## src/rtl/lbp_frame_ctrl.sv

```systemverilog
// lbp_frame_ctrl: frame-level controller that shares the single-port gray
// image memory between the host loader and the LBP engine, sequences the
// engine's per-frame reset/start, forwards results to the result memory
// and reports frame completion.
//
// Ports:
//   clk, reset             system clock, async active-high reset
//   host_wr_en/addr/wdata  host pixel write port
//   host_start             pulse: image loaded, start processing
//   host_busy, frame_done  frame status to the host
//   gmem_*                 gray memory port (async read data in gmem_rdata)
//   lbp_rst, gray_ready    engine reset and gray memory grant
//   gray_req/addr/data     engine read port
//   lbp_valid/addr/data    engine result strobe, address, data
//   finish                 engine finished flag
//   rmem_*                 result memory write port
//   err                    result check flag (only with LBP_RESULT_CHECK_EN)
//
// Optional feature macro: LBP_RESULT_CHECK_EN adds a result counter and a
// sticky err output flagging a wrong result count or border addresses.

module lbp_frame_ctrl #(
    parameter int AW        = 14,
    parameter int DW        = 8,
    parameter int DRAIN_CYC = 2
) (
    input  logic          clk,
    input  logic          reset,
    input  logic          host_wr_en,
    input  logic [AW-1:0] host_addr,
    input  logic [DW-1:0] host_wdata,
    input  logic          host_start,
    output logic          host_busy,
    output logic          frame_done,
    output logic [AW-1:0] gmem_addr,
    output logic          gmem_we,
    output logic [DW-1:0] gmem_wdata,
    input  logic [DW-1:0] gmem_rdata,
    output logic          lbp_rst,
    output logic          gray_ready,
    input  logic          gray_req,
    input  logic [AW-1:0] gray_addr,
    output logic [DW-1:0] gray_data,
    input  logic          lbp_valid,
    input  logic [AW-1:0] lbp_addr,
    input  logic [DW-1:0] lbp_data,
    input  logic          finish,
`ifdef LBP_RESULT_CHECK_EN
    output logic          err,
`endif
    output logic          rmem_we,
    output logic [AW-1:0] rmem_addr,
    output logic [DW-1:0] rmem_wdata
);

    localparam int CW = (DRAIN_CYC > 1) ? $clog2(DRAIN_CYC + 1) : 1;

    typedef enum logic [2:0] {
        S_IDLE,
        S_LOAD,
        S_RUN,
        S_DRAIN,
        S_DONE
    } state_t;

    state_t        state;
    state_t        state_nxt;
    logic [CW-1:0] drain_cnt;
    logic [AW-1:0] addr_q;
    logic          host_own;
    logic          in_run;
    logic          fwd_en;
    logic          drain_last;

    assign host_own   = (state == S_IDLE) || (state == S_LOAD);
    assign in_run     = (state == S_RUN);
    assign fwd_en     = (state == S_RUN) || (state == S_DRAIN);
    assign drain_last = (drain_cnt == CW'(DRAIN_CYC - 1));

    always_comb begin
        state_nxt = state;
        unique case (state)
            S_IDLE: begin
                if (host_start)
                    state_nxt = S_RUN;
                else if (host_wr_en)
                    state_nxt = S_LOAD;
            end
            S_LOAD: begin
                if (host_start)
                    state_nxt = S_RUN;
            end
            S_RUN: begin
                if (finish)
                    state_nxt = S_DRAIN;
            end
            S_DRAIN: begin
                if (drain_last)
                    state_nxt = S_DONE;
            end
            S_DONE:  state_nxt = S_IDLE;
            default: state_nxt = S_IDLE;
        endcase
    end

    // Memory port mux: host writes win while the host owns the memory, the
    // engine drives the address only while requesting in RUN; otherwise the
    // previous address is held.
    always_comb begin
        gmem_we    = host_own && host_wr_en;
        gmem_wdata = gmem_we ? host_wdata : '0;
        if (gmem_we)
            gmem_addr = host_addr;
        else if (in_run && gray_req)
            gmem_addr = gray_addr;
        else
            gmem_addr = addr_q;
        gray_data = in_run ? gmem_rdata : '0;
    end

    always_ff @(posedge clk or posedge reset) begin
        if (reset) begin
            state      <= S_IDLE;
            drain_cnt  <= '0;
            addr_q     <= '0;
            lbp_rst    <= 1'b1;
            gray_ready <= 1'b0;
            host_busy  <= 1'b0;
            frame_done <= 1'b0;
            rmem_we    <= 1'b0;
            rmem_addr  <= '0;
            rmem_wdata <= '0;
        end else begin
            state      <= state_nxt;
            addr_q     <= gmem_addr;
            drain_cnt  <= (state == S_DRAIN) ? drain_cnt + 1'b1 : '0;
            lbp_rst    <= !((state_nxt == S_RUN) || (state_nxt == S_DRAIN));
            gray_ready <= (state_nxt == S_RUN) || (state_nxt == S_DRAIN);
            host_busy  <= (state_nxt == S_RUN) || (state_nxt == S_DRAIN)
                          || (state_nxt == S_DONE);
            frame_done <= (state_nxt == S_DONE);
            rmem_we    <= fwd_en && lbp_valid;
            if (fwd_en && lbp_valid) begin
                rmem_addr  <= lbp_addr;
                rmem_wdata <= lbp_data;
            end
        end
    end

`ifdef LBP_RESULT_CHECK_EN
    localparam int           HW      = AW / 2;
    localparam logic [13:0]  EXP_CNT = 14'd15876;

    logic [13:0]   res_cnt;
    logic          bad_addr;
    logic          on_border;
    logic [HW-1:0] row;
    logic [HW-1:0] col;

    assign row       = lbp_addr[AW-1:HW];
    assign col       = lbp_addr[HW-1:0];
    assign on_border = (row == '0) || (&row) || (col == '0) || (&col);

    always_ff @(posedge clk or posedge reset) begin
        if (reset) begin
            res_cnt  <= '0;
            bad_addr <= 1'b0;
            err      <= 1'b0;
        end else if (host_own && host_start) begin
            res_cnt  <= '0;
            bad_addr <= 1'b0;
            err      <= 1'b0;
        end else begin
            if (fwd_en && lbp_valid) begin
                res_cnt <= res_cnt + 14'd1;
                if (on_border)
                    bad_addr <= 1'b1;
            end
            if ((state == S_DONE) && ((res_cnt != EXP_CNT) || bad_addr))
                err <= 1'b1;
        end
    end
`endif

endmodule

```

## config.mk

```make
export PLATFORM = sky130hd
export DESIGN_NAME = lbp_frame_ctrl
export DESIGN_NICKNAME = d
export VERILOG_FILES = /design/src/rtl/lbp_frame_ctrl.sv
export SDC_FILE = /design/constraint.sdc
export NUM_CORES = 1
export LEC_CHECK = 0
export CAP_MARGIN = 20
export CORE_UTILIZATION = 32
export CTS_CLUSTER_DIAMETER = 100
export DETAILED_ROUTE_END_ITERATION = 16
export PLACE_DENSITY_LB_ADDON = 0.08
export SYNTH_ARGS = -nofsm -noshare
export SYNTH_HDL_FRONTEND = slang
export SYNTH_SLANG_ARGS = --single-unit
```

## constraint.sdc

```tcl
create_clock -name clk -period 1.55 [get_ports clk]
set_input_delay 0.2325 -clock clk [delete_from_list [all_inputs] [get_ports clk]]
set_output_delay 0.2325 -clock clk [all_outputs]
set_load 0.05 [all_outputs]
```

== Yosys cells after proc, flatten, opt, wreduce, memory -nomap -nowiden ==
Index checks and enable logic that the tools add are counted.
Word-level totals
  logic and storage cells: 38
  bits of input ports: 73
  output and inout port bits: 58
  register bits: 46
Cells by class
  mux-type cells: 11
  equality and inequality tests: 7
  reductions and logical operators: 9
  $add $sub $neg: 1
Operator list (count)
  14-bit 2-to-1 mux: 2
  8-bit 2-to-1 mux: 2
  3-bit 2-to-1 mux: 5
  3-bit by 2-bit equality test with 1-bit output, second input constant: 4
  3-bit one-hot mux with 4 select lines: 1
  1-bit logical OR: 4
  3-bit by 1-bit equality test with 1-bit output, second input constant: 1
  3-bit equality test, second input constant: 1
  1-bit logical AND: 3
  3-bit zero test: 1
  2-bit by 1-bit adder with 2-bit output, second input constant: 1
  2-bit by 1-bit equality test with 1-bit output, second input constant: 1
  2-bit 2-to-1 mux: 1
  1-bit zero test: 1

== Depth between registers and ports, before layout ==
Gate-level depths: netlist (run 1).
  word-level depth: 6
  depth in mapped cells: 6
  mapped depth without buffers: 5

== Least setup slack after synthesis (run 1) ==
Ideal clock, no wire load.
  path type: register -> register
  from: register state[1]
  to: register addr_q[0]
  setup slack: -0.754 ns
  arrival time: 2.056 ns
  cell stages (with the launch flop): 6
  period minus slack after synthesis: 2.304 ns
  required time: 1.302 ns
  buffers on the path: 2
  library setup time: 0.248 ns
  path through: dfrtp_1 -> buf_4 -> and4bb_1 -> buf_6 -> mux2i_1 -> o21ai_0
On the way
  longest elaborated chain between the ends: 4
  elaborated cells on any way between the ends: 8
  those cells by class: eq/ne: 2; mux: 2; reduce/logical: 4
Ends and longest elaborated chain
  start, declared: RTL line 66  | state_t state;
  start signal, assigned: RTL line 134  | state <= state_nxt;
  3-bit by 2-bit equality test with 1-bit output, or another cell as far along: RTL line 76  | assign in_run = (state == S_RUN);
  1-bit logical AND / 1-bit logical OR (equally long branches): RTL line 114, 75
  14-bit 2-to-1 mux / 1-bit logical AND (equally long branches): RTL line 114, 110
  14-bit 2-to-1 mux (*): RTL line 112  | if (gmem_we)
  via gmem_addr[0]: RTL line 35  | output logic [AW-1:0] gmem_addr,
  end signal, assigned: RTL line 135  | addr_q <= gmem_addr;
  end, declared: RTL line 69  | logic [AW-1:0] addr_q;
The timed path passes the listed nets; every way through them passes the cells marked *.
A chain may end at the register's enable or synchronous reset.

== Worst setup path in the final report (run 1) ==
  from: register state[2]
  to: output gmem_addr[12]
On the way
  longest elaborated chain between the ends: 4
  elaborated cells on any way between the ends: 8
  those cells by class: eq/ne: 2; mux: 2; reduce/logical: 4
Ends and longest elaborated chain (RTL line)
  3-bit by 2-bit equality test with 1-bit output, or another cell as far along: 76
  1-bit logical AND / 1-bit logical OR (equally long branches): 114, 75
  14-bit 2-to-1 mux / 1-bit logical AND (equally long branches): 114, 110
  14-bit 2-to-1 mux (*): 112
  end, declared: 35
Every way passes the cells marked *; elsewhere a longest branch is shown, timed or not.

==> impl_metrics.csv, run 1 <==
group,metric,value,unit
run_status,status,"finished with violations",
run_status,failed_checks,"setup timing",
critical_path,cp_num_buf_inv,5,
floorplan,die_height,81.1,µm
drt,totalWireLength,6140,µm
floorplan,design.die.area,0.00658,mm²
drt,drtIter0Drc,37,
finish,finalCoreUtilization,73.7,%
sta,max_clock_freq,505,MHz
synth,syn_area,0.00200,mm²
hold_path,hold_class,"primary input to async pin",
critical_path,cp-startpoint,"state[2]",
flow_run,max_cap_violations,0,
drt,dr_total_vias,1763,
critical_path,critical-path-top-delay-family,"buffers and inverters",
synth,ys.warnings.count,0,
critical_path,startpoint_type,"register",
critical_path,worst_setup_path_end_kind,"output port",
cts,cts_inserted_buffers,5,
synth,ys_types,26,
sta,min_period_over_period,128,%
synth,post_synth_inst_count,159,
global_route,number_of_antenna_violations_at_the_first_check_in_global_routing,0,
cts,cts_max_path_buffers,2,
drt,viasPerCell,4.52,
power,intPower,5.77,mW
finish,final_net_count,388,
drt,highest-signal-layer,"met4",
critical_path,crit_path_cell_trace,"buf_6, nor3b_4, buf_6, clkbuf_16, buf_12, o21ai_4, buf_12",
critical_path,worst-setup-path-type,"register to output port",
power,ir_worst_vdd,0.00145,V
synth,yosys_register_bits,46,
global_route,globalRoute.totalOverflow,0,
power,power.share.combinational,73.5,%
critical_path,critPathMaxFanout,6,
drt,drt-wirelength-per-cell,15.7,µm
drt,routed-wl-met2,3300,µm
cts,holdBufCountCts,0,
global_route,global_route.usage.total,18.2,%
drt,drcViolationCount,0,
synth,synth_seq_area_share,57.6,%
critical_path,critical_path_arrival,1.75,ns
cts,cts_root_buf,"clkbuf_8",
cts,tritoncts,"yes",
sta,final-max-slew-violation-count,0,
power,switching_share,45.6,%
global_route,grt_max_degree,47,
sta,clock-skew-final,0.00564,ns
drt,drtPass1Iterations,4,
critical_path,worst-r2r-setup-slack,-0.15,ns
finish,num_antenna_cells,0,
floorplan,floorplan.core_area,0.00599,mm²
synth,synth_area_per_cell,12.6,µm²
cts,clk-insertion-delay-late,0.30,ns
global_route,first_pass_grt_wire_length,8800,µm
placed_design,hpwlAfterDp,4140,µm
sta,rsz_0062_raised_after_global_routing,"true",
sta,finalSetupViolCount,53,
critical_path,cpMaxStageDelayCell,"dfrtp_1",
synth,postSynthNetCount,233,
cts,clkSinkCount,46,
sta,timing.slew.headroom,71.8,%
sta,least_setup_slack_across_all_paths_after_layout,-0.431,ns
floorplan,rows,28,
placed_design,placed_area,0.00390,mm²
finish,final_layout_size_suffix_gt1_share,53.7,%
drt,wl_met3,339,µm
critical_path,r2r-start,"state[1]",
finish,stdcell_area,0.00442,mm²
floorplan,die_w,81.1,µm
power,p_seq_share,19.6,%
critical_path,worst-endpoint-required,1.32,ns
power,power.clock.fraction,6.9,%
power,leakage,1.95,nW
critical_path,max_stage_delay,0.41,ns
placed_design,port_buffers,130,
critical_path,cp-endpoint,"gmem_addr[12]",
finish,layout-area-overhead-vs-synth,121,%
sta,holdWs,0.286,ns
global_route,first_global_vias,1724,
critical_path,crit-reg2reg-capture,"rmem_addr[4]",
sta,timing.final.crit_period,1.98,ns
critical_path,crit_cells,7,
cts,clkTransAtPathRegs,0.08,ns
drt,routedLengthMet1,2380,µm
cts,cts_max_level,2,
placed_design,globalplace.congestion,0.676,
drt,detail-route-antenna-nets,0,
sta,tightest_slew,0.420,ns
floorplan,num_io_pins,131,
critical_path,ff2ff_path_depth,8,
sta,final_hold_vio_count,0,
power,net-switching-power,4.84,mW
power,power.density,2400,mW/mm²
floorplan,initial_core_util,33.4,%
layout make-up:
| type | instances | area [µm²] |
|---|---|---|
| clock buffers | 5 | 68.8 |
| clock inverters | 3 | 21.3 |
| fillers | 432 | 1580 |
| inverters | 4 | 15.0 |
| multi-input cells | 100 | 1080 |
| flip-flops and latches | 46 | 1150 |
| well taps | 75 | 93.8 |
| repair buffers | 157 | 1980 |
placed cells by master, fill, tap and decap left out, types with 5 or more instances in the layout:
cell,count
dfrtp_1,45
clkbuf_8,5
buf_6,6
clkdlybuf4s50_1,72
nand2_1,10
o21ai_4,10
buf_4,33
nand2_2,6
buf_12,41
mux2i_2,10
and2_4,16
mux2_4,22
cells in the mapped netlist (all sizes together):
| cell type | number | share of area [%] |
|---|---|---|
| dfrtp | 45 | 56 |
| mux2 | 22 | 12 |
| nand2 | 17 | 3.6 |
| and2 | 16 | 5.0 |
| mux2i | 14 | 7.0 |
| o21ai | 14 | 3.5 |
| buf | 9 | 4.1 |
| inv | 4 | 0.75 |
| nor2 | 4 | 0.75 |
| a311oi | 2 | 0.88 |
| and3 | 2 | 0.62 |
| a21oi | 1 | 0.25 |
| and2b | 1 | 0.44 |
| and4bb | 1 | 0.62 |
| dfstp | 1 | 1.3 |
| ha | 1 | 0.62 |
| nor2b | 1 | 0.31 |
| nor3b | 1 | 0.62 |
| o211ai | 1 | 0.38 |
| or2 | 1 | 0.31 |
| or3 | 1 | 0.31 |
flip-flops by register name (all words and copies together), names as in the netlist, 2 cells and up:
register / count
addr_q: 14
drain_cnt: 2
rmem_addr: 14
rmem_wdata: 8
state: 3
worst register-to-register path, delay by kind of cell (launching register included):
kind | cells | cell delay (ns)
AND/OR/NAND/NOR | 2 | 0.27
buffers and inverters | 5 | 0.62
multiplexers | 1 | 0.31
flip-flops | 1 | 0.40
cells by family after synthesis:
family / after synthesis / synth area share, %
AOI/OAI and AO/OA: 18 / 5.00
and+or+nand+nor: 45 / 12.6
adders and majority gates: 1 / 0.625
muxes: 36 / 19.4
DFF: 46 / 57.6
buffers and inverters: 13 / 4.87
routing by layer:
layer  global-route usage, %  vias to the layer above
met4                    6.79                        0
li1                        -                      850
met1                    21.2                      839
met3                    4.04                       11
met2                    32.5                       63
met5                       0                        -
per-stage QoR:
stage	std cells	power, mW	TNS [ns]	worst slack, ns
2_1_floorplan	159	6.10	-2.43	-0.125
3_3_place_gp	370	8.89	-8.47	-0.314
3_5_place_dp	370	8.98	-9.51	-0.340
4_1_cts	386	10.3	-12.57	-0.432
5_1_grt	390	11.0	-17.10	-0.508
6_report	390	10.6	-13.12	-0.431
power groups by stage:
stage | logic [mW] | registers [mW] | clock network [mW]
global placement | 6.85 | 2.04 | 0
floorplan | 2.87 | 3.23 | 0
CTS | 7.46 | 2.05 | 0.768
detailed placement | 6.93 | 2.05 | 0
finish | 7.80 | 2.07 | 0.734
global route | 8.10 | 2.14 | 0.811
repair_timing:
action	4_1_cts	5_1_grt
buffers inserted	3	5
resized for setup	33	38
pin swaps	0	11
cloned	5	1
setup endpoints to repair	50	55
worst min-delay path by stage:
stage / end / slack (ns) / depth (start not counted)
after floorplan: rmem_addr[0] / 0.38 / 1
after global placement: drain_cnt[0] / 0.42 / 1
after detailed placement: drain_cnt[0] / 0.42 / 1
after CTS: rmem_addr[7] / 0.29 / 3
after global routing: rmem_addr[7] / 0.34 / 3
final: rmem_addr[3] / 0.29 / 3
Power figures use the tool's default switching activity.
==> inputs of run 2 (changes only) <==
ABC_AREA = 1   (was not set)
CORE_ASPECT_RATIO = 0.6   (was not set)
CORE_UTILIZATION = 33   (was 32)
==> run 2 against run 1 <==
Against the previous run:
- the flow still finishes with violations (setup timing)
- non-clock buffer count is 3 higher
- power decreased by 0.33%
- setup slack improved by 0.23 ns
- critical endpoint is now gmem_addr[4]
==> impl_metrics.csv, run 2 <==
group,metric,value,unit
synth,post_synth_inst_count,285,
cts,clk-insertion-delay-late,0.29,ns
drt,routedLengthMet1,2860,µm
power,ir_worst_vdd,0.00164,V
finish,layout_commonest_cell,"nand2_1",
critical_path,crit_path_cell_trace,"inv_2, nor2_4, buf_4, nand4_1, nand3_1, nand2_4, buf_12",
sta,holdWs,0.280,ns
synth,synth_most_common_cell,"nand2_1",
finish,layout-area-overhead-vs-synth,107,%
synth,synth_ff_type,"dfrtp_1",
run_status,failed_checks,"setup timing",
critical_path,critPathMaxFanout,9,
drt,highest-signal-layer,"met4",
run_status,status,"finished with violations",
drt,wl_met3,544,µm
flow_run,max_cap_violations,0,
sta,timing.final.crit_period,1.75,ns
power,power.density,2380,mW/mm²
floorplan,rows,22,
sta,timing.slew.headroom,85.8,%
critical_path,worst_setup_path_end_kind,"output port",
synth,synth_enable_flop_cells,0,
placed_design,port_buffers,130,
placed_design,hpwlAfterDp,4760,µm
drt,drtIter0Drc,57,
finish,final_layout_size_suffix_gt1_share,34.4,%
drt,totalWireLength,6600,µm
floorplan,design.die.area,0.00682,mm²
floorplan,die_height,64.4,µm
placed_design,globalplace.congestion,0.745,
global_route,first_pass_grt_wire_length,10800,µm
cts,tritoncts,"yes",
finish,finalCoreUtilization,71.6,%
synth,synth.top_cell.area_share,52.6,%
finish,layout_common_cells,"nand2_1 (91), clkdlybuf4s50_1 (72), inv_1 (52)",
floorplan,initial_core_util,34.6,%
finish,num-fill-cells,450,
hold_path,hold_class,"primary input to async pin",
critical_path,cp_num_buf_inv,3,
cts,cts_max_path_buffers,2,
critical_path,critical_path_arrival,1.52,ns
synth,syn_area,0.00214,mm²
power,leakage,2.27,nW
drt,dr_total_vias,2299,
finish,reg.largest.list,"addr_q (14), rmem_addr (14), rmem_wdata (8)",
synth,postSynthNetCount,359,
sta,final-max-slew-violation-count,0,
finish,final_net_count,515,
finish,layoutNonFillerInstCount,526,
sta,clock-skew-final,0.00384,ns
global_route,number_of_antenna_violations_at_the_first_check_in_global_routing,0,
cts,holdBufCountCts,0,
floorplan,num_io_pins,131,
drt,viasPerCell,4.37,
sta,final_hold_vio_count,0,
cts,cts_inserted_buffers,5,
critical_path,max_stage_delay,0.40,ns
critical_path,critical-path-top-delay-family,"simple AND/OR/NAND/NOR gates",
drt,drtPass1Iterations,4,
sta,rsz_0062_raised_after_global_routing,"true",
synth,yosys_register_bits,46,
sta,max_clock_freq,571,MHz
drt,drcViolationCount,0,
placed_design,placed_cell_count,504,
sta,min_period_over_period,113,%
global_route,global_route.usage.total,20.4,%
floorplan,die_w,106,µm
synth,ys.warnings.count,0,
drt,routed-wl-met2,3170,µm
finish,num_antenna_cells,0,
global_route,grt_max_degree,34,
synth,synth_seq_area_share,53.8,%
drt,drt-wirelength-per-cell,12.6,µm
sta,least_setup_slack_across_all_paths_after_layout,-0.201,ns
synth,synth_top_cells_by_area,"dfrtp_1 (53%), nand2_1 (20%), inv_1 (9.5%)",
critical_path,crit_cells,7,
drt,detail-route-antenna-nets,0,
sta,tightest_slew,0.211,ns
synth,postSynth.asyncResetShare,100,%
global_route,globalRoute.totalOverflow,0,
synth,synth_top_area_cell,"dfrtp_1",
global_route,first_global_vias,2318,
cts,clkTransAtPathRegs,0.08,ns
critical_path,ff2ff_path_depth,7,
synth,ys_types,15,
sta,finalSetupTns,-4.43,ns
critical_path,worst-endpoint-required,1.32,ns
cts,clkSinkCount,46,
cts,cts_root_buf,"clkbuf_8",
synth,synthTopCellsByCount,"nand2_1 (114), inv_1 (54), dfrtp_1 (45)",
critical_path,startpoint_type,"register",
critical_path,cpMaxStageDelayCell,"dfrtp_1",
floorplan,floorplan.core_area,0.00619,mm²
sta,finalSetupViolCount,31,
critical_path,worst-setup-path-type,"register to output port",
synth,synth_area_per_cell,7.51,µm²
cts,cts_max_level,2,
[run 2: cell count changes after synthesis, moves of 16 or more]
cell	before	now
mux2_2	22	0
nand3_1	0	18
nor2_1	4	21
and2_1	16	0
inv_1	4	54
nand2_1	16	114
[run 2: layout make-up]
type	count	area (µm²)	share of cell area, %
Timing Repair Buffer	160	1860	42.0
Clock inverter	2	37.5	0.847
Multi-Input combinational cell	172	996	22.5
Sequential cell	46	1150	26.0
Clock buffer	6	72.6	1.64
Inverter	56	210	4.74
Tap cell	84	105	2.37
[run 2: report_power, final]
| part | switching [mW] | internal [mW] |
|---|---|---|
| Sequential | 0.259 | 1.78 |
| Combinational | 4.54 | 3.13 |
| Clock | 0.389 | 0.481 |
[run 2: metrics by stage]
step | setup slack (ns) | cell area (µm²) | total power, mW
6_report | -0.201 | 4430 | 10.6
3_3_place_gp | -0.105 | 4020 | 9.04
2_1_floorplan | -0.194 | 2220 | 5.98
4_1_cts | -0.215 | 4360 | 10.5
5_1_grt | -0.290 | 4430 | 11.1
3_5_place_dp | -0.136 | 4020 | 9.13
[run 2: metal layers]
layer	track usage, %	vias up
met2	35.5	95
met4	4.51	0
met3	6.94	2
li1	-	1152
met5	0	-
met1	24.4	1050
[run 2: worst min-delay path, stage by stage]
cell and delay [ns]:
clkdlybuf4s50_1 0.41, inv_2 0.08, buf_12 0.21
[run 2: worst paths after layout]
| path | start | end | slack (ns) |
|---|---|---|---|
| setup / recovery | state[1] | gmem_addr[4] | -0.20 |
| hold / removal | reset | rmem_addr[10] | 0.28 |
| setup reg to reg | state[1] | host_busy | 0.08 |
| hold reg to reg | drain_cnt[0] | drain_cnt[0] | 0.43 |
| max in group asynchronous | reset | lbp_rst | 1.02 |
| min in group clk | drain_cnt[0] | drain_cnt[0] | 0.43 |
[run 2: timing repair]
action,CTS,global route
gates resized for setup,46,8
buffers inserted,7,7
pin swaps,0,2
setup endpoints to repair,31,31
[run 2: kinds of logic (layout without fill, tap and decap cells)]
logic type | count (synthesis) | in the layout | share of synthesized area [%]
and+or+nand+nor | 170 | 170 | 33.2
adders and majority gates | 1 | 1 | 0.584
AOI/OAI and AO/OA | 1 | 1 | 0.234
buffers and inverters | 67 | 224 | 12.2
DFF | 46 | 46 | 53.8
